$ cat config.mk
export PLATFORM = sky130hd
export DESIGN_NAME = regfile_mp_flat
export DESIGN_NICKNAME = d
export VERILOG_FILES = /design/src/rtl/regfile_pkg.sv /design/src/rtl/regfile_mp_if.sv /design/src/rtl/regfile_scoreboard.sv /design/src/rtl/regfile_mp.sv /design/src/flat_wrapper.sv
export SDC_FILE = /design/constraint.sdc
export NUM_CORES = 1
export LEC_CHECK = 0
export ABC_CLOCK_PERIOD_IN_PS = 3400
export CAP_MARGIN = 5
export CORE_MARGIN = 5
export CORE_UTILIZATION = 65
export CTS_BUF_LIST = sky130_fd_sc_hd__clkbuf_4 sky130_fd_sc_hd__clkbuf_8
export DETAILED_ROUTE_END_ITERATION = 6
export PLACE_DENSITY_LB_ADDON = 0.15
export SLEW_MARGIN = 20
export SYNTH_ARGS = -nofsm -noshare
export SYNTH_HDL_FRONTEND = slang
export SYNTH_HIERARCHICAL = 1
export SYNTH_SLANG_ARGS = --single-unit
$ cat constraint.sdc
create_clock -name clk -period 3.4 [get_ports clk]
set_input_delay 0.34 -clock clk [delete_from_list [all_inputs] [get_ports clk]]
set_output_delay 0.34 -clock clk [all_outputs]
set_load 0.1 [all_outputs]
$ cat src/rtl/regfile_pkg.sv
// regfile_pkg: shared constants, types and helpers for the multi-port register file.
// Holds the default geometry, the storage reset value and the scoreboard
// next-state helper used by regfile_scoreboard.
package regfile_pkg;

  localparam int DEF_DATA_W   = 16;
  localparam int DEF_NUM_REGS = 8;
  localparam int DEF_NUM_RD   = 2;
  localparam int DEF_AW       = $clog2(DEF_NUM_REGS);

  typedef logic [DEF_AW-1:0]     reg_addr_t;
  typedef logic [DEF_DATA_W-1:0] reg_data_t;

  // Single bit replicated to the register width on reset.
  localparam logic RST_VAL = 1'b0;

  // A new producer (set) always beats a completion or squash (clr).
  function automatic logic sbNext(input logic busy, input logic clr, input logic set);
    return set | (busy & ~clr);
  endfunction

endpackage

$ cat src/rtl/regfile_mp_if.sv
// regfile_mp_if: issue / writeback / read bundle of the register file.
//   wr_en, wr_addr, wr_data      writeback port (DR, Buss)
//   rd_addr, rd_data, rd_busy    NUM_RD combinational read ports with hazard bit
//   claim_en, claim_addr         issue-time destination claim
//   flush                        squash all pending producers
//   busy_vec, err_unclaimed      scoreboard state and sticky protocol error
// master = pipeline side, slave = register file.
interface regfile_mp_if #(
  parameter int DATA_W   = regfile_pkg::DEF_DATA_W,
  parameter int NUM_REGS = regfile_pkg::DEF_NUM_REGS,
  parameter int NUM_RD   = regfile_pkg::DEF_NUM_RD
);
  localparam int AW = $clog2(NUM_REGS);

  logic                           wr_en;
  logic [AW-1:0]                  wr_addr;
  logic [DATA_W-1:0]              wr_data;
  logic [NUM_RD-1:0][AW-1:0]      rd_addr;
  logic [NUM_RD-1:0][DATA_W-1:0]  rd_data;
  logic [NUM_RD-1:0]              rd_busy;
  logic                           claim_en;
  logic [AW-1:0]                  claim_addr;
  logic                           flush;
  logic [NUM_REGS-1:0]            busy_vec;
  logic                           err_unclaimed;

  modport master (
    output wr_en, wr_addr, wr_data, rd_addr, claim_en, claim_addr, flush,
    input  rd_data, rd_busy, busy_vec, err_unclaimed
  );

  modport slave (
    input  wr_en, wr_addr, wr_data, rd_addr, claim_en, claim_addr, flush,
    output rd_data, rd_busy, busy_vec, err_unclaimed
  );

endinterface

$ cat src/rtl/regfile_scoreboard.sv
// regfile_scoreboard: per-register busy bits plus the sticky unclaimed-write flag.
//   clk, rst_n              clock, asynchronous active-low reset
//   claim_en, claim_addr    mark a register as having a pending producer
//   wr_en, wr_addr          writeback completes the pending producer
//   flush                   clears every busy bit
//   busy_vec                registered scoreboard state
//   err_unclaimed           registered, sticky until reset
module regfile_scoreboard import regfile_pkg::*; #(
  parameter int NUM_REGS = DEF_NUM_REGS
) (
  input  logic                        clk,
  input  logic                        rst_n,
  input  logic                        claim_en,
  input  logic [$clog2(NUM_REGS)-1:0] claim_addr,
  input  logic                        wr_en,
  input  logic [$clog2(NUM_REGS)-1:0] wr_addr,
  input  logic                        flush,
  output logic [NUM_REGS-1:0]         busy_vec,
  output logic                        err_unclaimed
);

  localparam int AW = $clog2(NUM_REGS);

  logic [NUM_REGS-1:0] busy_r;
  logic [NUM_REGS-1:0] busyNext_s;
  logic                err_r;
  logic                errNext_s;

  // Next busy state: flush or a write clears, a claim sets and takes priority.
  always_comb begin
    busyNext_s = busy_r;
    for (int r = 0; r < NUM_REGS; r++) begin
      busyNext_s[r] = sbNext(busy_r[r],
                             flush | (wr_en & (wr_addr == AW'(r))),
                             claim_en & (claim_addr == AW'(r)));
    end
  end

  // A write squashed by a flush in the same cycle is never an error.
  always_comb begin
    errNext_s = err_r | (wr_en & ~busy_r[wr_addr] & ~flush);
  end

  // Scoreboard and error state registers.
  always_ff @(posedge clk or negedge rst_n) begin
    if (!rst_n) begin
      busy_r <= {NUM_REGS{1'b0}};
      err_r  <= 1'b0;
    end else begin
      busy_r <= busyNext_s;
      err_r  <= errNext_s;
    end
  end

  assign busy_vec      = busy_r;
  assign err_unclaimed = err_r;

endmodule

$ cat src/rtl/regfile_mp.sv
// regfile_mp: parametrised multi-read-port register file with busy scoreboard.
//   clk, rst_n   clock, asynchronous active-low reset
//   bus          regfile_mp_if.slave: writeback port, NUM_RD read ports with
//                hazard bits, claim/flush inputs, busy_vec and err_unclaimed.
// Reads are combinational; with BYPASS=1 a same-cycle write is forwarded to
// matching read ports and masks their hazard bit.
module regfile_mp import regfile_pkg::*; #(
  parameter int DATA_W   = DEF_DATA_W,
  parameter int NUM_REGS = DEF_NUM_REGS,
  parameter int NUM_RD   = DEF_NUM_RD,
  parameter int BYPASS   = 1
) (
  input logic         clk,
  input logic         rst_n,
  regfile_mp_if.slave bus
);

  localparam int   AW        = $clog2(NUM_REGS);
  localparam logic BYPASS_ON = (BYPASS != 0);

  logic [DATA_W-1:0]             regArray_r [NUM_REGS];
  logic [NUM_REGS-1:0]           busyVec_s;
  logic                          errUnclaimed_s;
  logic [NUM_RD-1:0][DATA_W-1:0] rdData_s;
  logic [NUM_RD-1:0]             rdBusy_s;

  regfile_scoreboard #(
    .NUM_REGS (NUM_REGS)
  ) uScoreboard (
    .clk           (clk),
    .rst_n         (rst_n),
    .claim_en      (bus.claim_en),
    .claim_addr    (bus.claim_addr),
    .wr_en         (bus.wr_en),
    .wr_addr       (bus.wr_addr),
    .flush         (bus.flush),
    .busy_vec      (busyVec_s),
    .err_unclaimed (errUnclaimed_s)
  );

  // Register storage; the write lands regardless of scoreboard state.
  always_ff @(posedge clk or negedge rst_n) begin
    if (!rst_n) begin
      for (int i = 0; i < NUM_REGS; i++) begin
        regArray_r[i] <= {DATA_W{RST_VAL}};
      end
    end else if (bus.wr_en) begin
      regArray_r[bus.wr_addr] <= bus.wr_data;
    end
  end

  for (genvar p = 0; p < NUM_RD; p++) begin : gRdPort
    logic [AW-1:0] addr_s;
    logic          hit_s;

    assign addr_s = bus.rd_addr[p];
    // Forwarded data is by definition available, so it also clears the hazard.
    assign hit_s       = BYPASS_ON & bus.wr_en & (bus.wr_addr == addr_s);
    assign rdData_s[p] = hit_s ? bus.wr_data : regArray_r[addr_s];
    assign rdBusy_s[p] = hit_s ? 1'b0 : busyVec_s[addr_s];
  end

  assign bus.rd_data       = rdData_s;
  assign bus.rd_busy       = rdBusy_s;
  assign bus.busy_vec      = busyVec_s;
  assign bus.err_unclaimed = errUnclaimed_s;

endmodule

$ cat src/flat_wrapper.sv
// flat-port wrapper written by rule: the top's interface ports become plain ports
module regfile_mp_flat import regfile_pkg::*;
#(
  parameter int DATA_W   = DEF_DATA_W,
  parameter int NUM_REGS = DEF_NUM_REGS,
  parameter int NUM_RD   = DEF_NUM_RD,
  parameter int BYPASS   = 1
)
  (clk, rst_n, bus_wr_en, bus_wr_addr, bus_wr_data, bus_rd_addr, bus_claim_en, bus_claim_addr, bus_flush, bus_rd_data, bus_rd_busy, bus_busy_vec, bus_err_unclaimed);
  regfile_mp_if #(.DATA_W(DATA_W), .NUM_REGS(NUM_REGS), .NUM_RD(NUM_RD)) bus_i ();
  input logic clk;
  input logic rst_n;
  input wire logic [$bits(bus_i.wr_en)-1:0] bus_wr_en;
  input wire logic [$bits(bus_i.wr_addr)-1:0] bus_wr_addr;
  input wire logic [$bits(bus_i.wr_data)-1:0] bus_wr_data;
  input wire logic [$bits(bus_i.rd_addr)-1:0] bus_rd_addr;
  input wire logic [$bits(bus_i.claim_en)-1:0] bus_claim_en;
  input wire logic [$bits(bus_i.claim_addr)-1:0] bus_claim_addr;
  input wire logic [$bits(bus_i.flush)-1:0] bus_flush;
  output wire logic [$bits(bus_i.rd_data)-1:0] bus_rd_data;
  output wire logic [$bits(bus_i.rd_busy)-1:0] bus_rd_busy;
  output wire logic [$bits(bus_i.busy_vec)-1:0] bus_busy_vec;
  output wire logic [$bits(bus_i.err_unclaimed)-1:0] bus_err_unclaimed;
  assign bus_i.wr_en = bus_wr_en;
  assign bus_i.wr_addr = bus_wr_addr;
  assign bus_i.wr_data = bus_wr_data;
  assign bus_i.rd_addr = bus_rd_addr;
  assign bus_i.claim_en = bus_claim_en;
  assign bus_i.claim_addr = bus_claim_addr;
  assign bus_i.flush = bus_flush;
  assign bus_rd_data = bus_i.rd_data;
  assign bus_rd_busy = bus_i.rd_busy;
  assign bus_busy_vec = bus_i.busy_vec;
  assign bus_err_unclaimed = bus_i.err_unclaimed;
  regfile_mp #(.DATA_W(DATA_W), .NUM_REGS(NUM_REGS), .NUM_RD(NUM_RD), .BYPASS(BYPASS)) u_core (.clk(clk), .rst_n(rst_n), .bus(bus_i));
endmodule
== Word-level counts from Yosys, hierarchy flattened ==
Cells that the tools add are included.

* Register bits: 137
* Input port bits: 33
* Output and inout bits: 43
* Logic and storage cells: 113

* $lt $le $gt $ge: 7
* Eq/ne operators: 16
* Muxes and demuxes: 19
* Bitwise operators: 58
* Reductions and logical operators: 3

{| class="wikitable"
|+ Operators by type and width
! operator !! count
|-
| $bwmux W128 || 1
|-
| $mux W16 || 7
|-
| $bmux W16 S3 || 2
|-
| $demux W16 S3 || 1
|-
| $and A1 B1 Y1 || 28
|-
| $eq A3 B3 Y1 const B || 8
|-
| $or A1 B1 Y1 || 17
|-
| $eq A3 B2 Y1 const B || 4
|-
| $ge A4 B4 Y1 const B || 3
|-
| $lt A3 B4 Y1 const B || 3
|-
| $not A3 Y4 || 3
|-
| $not A1 Y1 || 10
|-
| $bmux W1 S3 || 3
|-
| $eq A3 B1 Y1 const B || 2
|-
| $eq A3 B3 Y1 || 2
|-
| $logic_not A3 Y1 || 2
|-
| $mux W1 || 5
|-
| $lt A4 B1 Y1 const B || 1
|-
| $logic_and A1 B1 Y1 || 1
|}

== Logic depth before layout (Yosys ltp) ==
* Depth in word-level cells: 6
* Mapped depth: 6
* Depth with buffers taken out: 3

== Modules after synthesis ==
Netlist, hierarchy kept.

{| class="wikitable"
|+ By module, submodules not included
! module !! times used !! cells each !! area an instance (um^2) !! sequential area each (um^2)
|-
| regfile_mp || 1 || 460 || 7636.1 || 3203.1
|-
| regfile_scoreboard || 1 || 43 || 473.0 || 225.2
|}

== Worst setup path after synthesis ==
No wires, ideal clock.

* Path type: reg2out
* From: register u_core.uScoreboard.busy_r[1], in the netlist u_core/uScoreboard/busy_vec[1]
* To: output port bus_rd_busy[1]
* Data arrival time: 2.196 ns
* Data required time: 3.060 ns
* Slack: 0.864 ns
* Cell stages (with the launch flop): 4
* Buffers on the path: 0
* Cells stage by stage: dfrtp_1 mux4_1 mux2_2 and2_1

* Cells in the longest elaborated chain, start to end: 3

{| class="wikitable"
|+ Ends and longest elaborated chain
! what !! RTL line !! text
|-
| start, declared || regfile_scoreboard.sv:24 || <nowiki>logic [NUM_REGS-1:0] busy_r;</nowiki>
|-
| start signal, assigned || regfile_scoreboard.sv:47 || <nowiki>busy_r <= {NUM_REGS{1'b0}};</nowiki>
|-
| start signal, assigned || regfile_scoreboard.sv:50 || <nowiki>busy_r <= busyNext_s;</nowiki>
|-
| $bmux W1 S3 || regfile_mp.sv:60 || <nowiki>assign rdBusy_s[p] = hit_s ? 1'b0 : busyVec_s[addr_s];</nowiki>
|-
| $mux W1 (not written as such) || regfile_mp.sv:60 ||
|-
| $mux W1 || regfile_mp.sv:60 ||
|-
| end, declared || flat_wrapper.sv:21 || <nowiki>output wire logic [$bits(bus_i.rd_busy)-1:0] bus_rd_busy;</nowiki>
|}

Every way passes these cells. The select of a mux whose other input is x is not followed.

== Worst setup path in the final report ==
* From: input port bus_wr_addr[1]
* To: output port bus_rd_data[28]

* Cells in the longest elaborated chain, start to end: 3

{| class="wikitable"
|+ Ends and longest elaborated chain
! what !! RTL line !! text
|-
| start, declared || flat_wrapper.sv:14 || <nowiki>input wire logic [$bits(bus_i.wr_addr)-1:0] bus_wr_addr;</nowiki>
|-
| $eq A3 B3 Y1 || regfile_mp.sv:58 || <nowiki>assign hit_s = BYPASS_ON & bus.wr_en & (bus.wr_addr == addr_s);</nowiki>
|-
| $and A1 B1 Y1 || regfile_mp.sv:58 ||
|-
| $mux W16 || regfile_mp.sv:59 || <nowiki>assign rdData_s[p] = hit_s ? bus.wr_data : regArray_r[addr_s];</nowiki>
|-
| end, declared || flat_wrapper.sv:20 || <nowiki>output wire logic [$bits(bus_i.rd_data)-1:0] bus_rd_data;</nowiki>
|}

Every way passes these cells.

==> results by group <==
Global routing
  • Pin count of the biggest net entering global routing: 73
  • Vias in the first global route: 5401
  • First-pass GRT wire length: 30.6 mm
  • Grt total ovfl: 0
  • Initial antenna violation count: 0
  • GRT Total Usage: 27.6%

Die
  • Die Y: 122 um
  • Full die area: 14800 sq um
  • Core area: 12100 sq um
  • Row count: 40
  • Initial Util: 67.0%
  • Io pins: 76
  • Die X: 122 um

STA
  • Max-slew headroom: 34.2%
  • Tmin final: 2.79 ns
  • RSZ-0062 raised after global routing: no
  • Total Neg Setup Slack: 0 ns
  • Fmax: 358 MHz
  • Final period util: 82.2%
  • Final hold violations: 0
  • Slew @ Worst Pin: 0.984 ns
  • Slew Limit Fails: 0
  • Skew final: 0.00149 ns
  • Endpoints failing setup: 0

Synthesis
  • Number of synthesized register bits: 137
  • Largest area contributor in the netlist: dfrtp_1
  • Post-synthesis sequential area ratio: 42.3%
  • Synth Instances: 503
  • Syn_area_per_cell: 16.1 sq um
  • Cell variety after synth: 27
  • YS warnings: 6
  • Ys async rst share: 100%
  • Area share of the largest cell type after synthesis: 42.3%
  • Dominant synthesized flop cell: dfrtp_1
  • Net count after synthesis: 536
  • EDFF count, synth: 0
  • Synth area leaders: dfrtp_1 (42%), mux2_2 (26%), mux4_1 (20%)
  • Synthesized area: 8110 sq um

Worst setup path
  • R2R Setup Slk: 2.08 ns
  • Worst R2R End: u_core/uScoreboard/err_unclaimed
  • CP Max Fanout: 16
  • Crit path kind: input port to output pin
  • Worst Path Arrival: 2.45 ns
  • Critical Path RT: 3.06 ns
  • Reg2Reg Depth: 3
  • CP startpoint kind: input port
  • Critical Path End Type: output pin
  • RR Startpoint: u_core/uScoreboard/busy_vec[7]

Finish
  • Final core utilization: 80.3%
  • Final #Nets: 599
  • Most frequent cells in the layout: mux2_2 (188), dfrtp_1 (137), mux4_1 (61)
  • Design area: 9720 sq um
  • Synth-to-layout area growth: 19.9%
  • Fillers: 684
  • Leading cell type in the layout, fill and taps excluded: mux2_2
  • Layout cell share with drive strength beyond 1: 51.1%
  • ANT cells: 0
  • Cell Count, Final, Fillers Out: 747

Detailed routing
  • Routed vias/inst: 6.76
  • Number of routed nets with antenna violations: 0
  • Initial DRC count: 393
  • DR pass1 iterations: 5
  • Final WL: 19.1 mm
  • DRC: 0
  • Via count: 5046
  • WL/cell: 25.5 um

Clock network
  • Worst-Skew Late Latency: 0.46 ns
  • Register clock-pin slew on the reported worst setup and hold paths: 0.07 ns
  • Post-cts repair resize count: 0
  • Total CTS buffers: 17
  • CTS Root Buffer Type: clkbuf_8
  • Post-CTS setup buffers: 0
  • Clock buffer depth: 2
  • H-tree depth: 4
  • CTS sink count: 137
  • CTS tree: built
  • Hold_buf cts: 0

Run status
  • Outcome: complete, no violations

Place
  • Area after DPL: 9310 sq um
  • Hpwl dp: 11.8 mm
  • Placer Congestion: 0.842
  • Port bufs: 75
  • Dpl cells: 715

Pwr
  • Total power: 6330 uW
  • Power Density: 651 nW/um^2
  • Static Leak: 0.00414 uW
  • Max rail drop VDD: 0.374 mV

Flow run
  • Max-cap viol count: 0

Worst hold path
  • Worst Hold Class: input port to async pin
-- worst max-delay path, cell delays in order --
cell	delay, ns
clkdlybuf4s50_1	0.93
xnor2_1	0.17
nand4_1	0.16
buf_4	0.26
mux2_2	0.39
buf_12	0.17
-- state kept, by name, indices dropped and copies added (netlist names) --
name                              cells
u_core/regArray_r                   128
u_core/uScoreboard/err_unclaimed      1
u_core/uScoreboard/busy_vec           8
-- cells in the mapped netlist, types with 3 or more instances --
master	instances
buf_4	3
dfrtp_1	137
xnor2_1	6
o211ai_1	6
o21ai_0	6
mux2i_1	4
buf_1	16
nand4b_1	3
buf_2	10
mux2_4	6
mux4_2	8
nand2b_1	6
clkbuf_1	10
mux4_1	61
mux2_2	188
buf_6	12
nand2_1	5
-- worst max path at each step --
stage | start | end | slack [ns]
floorplan | u_core/uScoreboard/busy_vec[1] | bus_rd_busy[1] | 0.86
global placement | bus_rd_addr[2] | bus_rd_data[9] | 0.73
detailed placement | bus_wr_addr[1] | bus_rd_data[28] | 0.65
CTS | bus_wr_addr[1] | bus_rd_data[28] | 0.64
global route | bus_wr_addr[1] | bus_rd_data[28] | 0.50
finish | bus_wr_addr[1] | bus_rd_data[28] | 0.61
-- per-stage QoR --
stage	setup slack [ns]	hold WS, ns
after detailed placement	0.647	0.458
after CTS	0.636	0.0222
final	0.606	0.00400
after floorplan	0.864	0.0444
after global routing	0.504	0.0744
after global placement	0.728	0.456
-- logic make-up (layout without fill, tap and decap cells) --
group | count (synthesis) | count (layout) | share of synthesized area [%]
buffers and inverters | 52 | 128 | 3.81
AOI/OAI and AO/OA | 17 | 17 | 1.43
and+or+nand+nor | 24 | 24 | 2.13
xor gates and xnor gates | 6 | 6 | 0.648
DFF | 137 | 137 | 42.3
muxes | 267 | 267 | 49.7
-- report_power, final --
part           internal [uW]  switching, uW
Clock                    766            643
Sequential              1970            261
Combinational           1250           1430
-- per-layer routing --
metal | GRT usage, % | part of all wire, %
met1 | 36.0 | 42
met2 | 46.5 | 51
met3 | 5.80 | 5.5
met4 | 9.45 | 2.0
met5 | 0 | 0
-- area by class of cell --
class | instances | area, sq um | area share [%]
clock buffer | 20 | 269 | 2.77
clock inverter | 12 | 149 | 1.53
inverter | 1 | 3.75 | 0.0386
multi-input combinational | 314 | 4370 | 45.0
sequential | 137 | 3430 | 35.3
tap | 168 | 210 | 2.16
timing repair buffer | 95 | 1290 | 13.3
No activity file was read; power rests on OpenSTA's default activity.
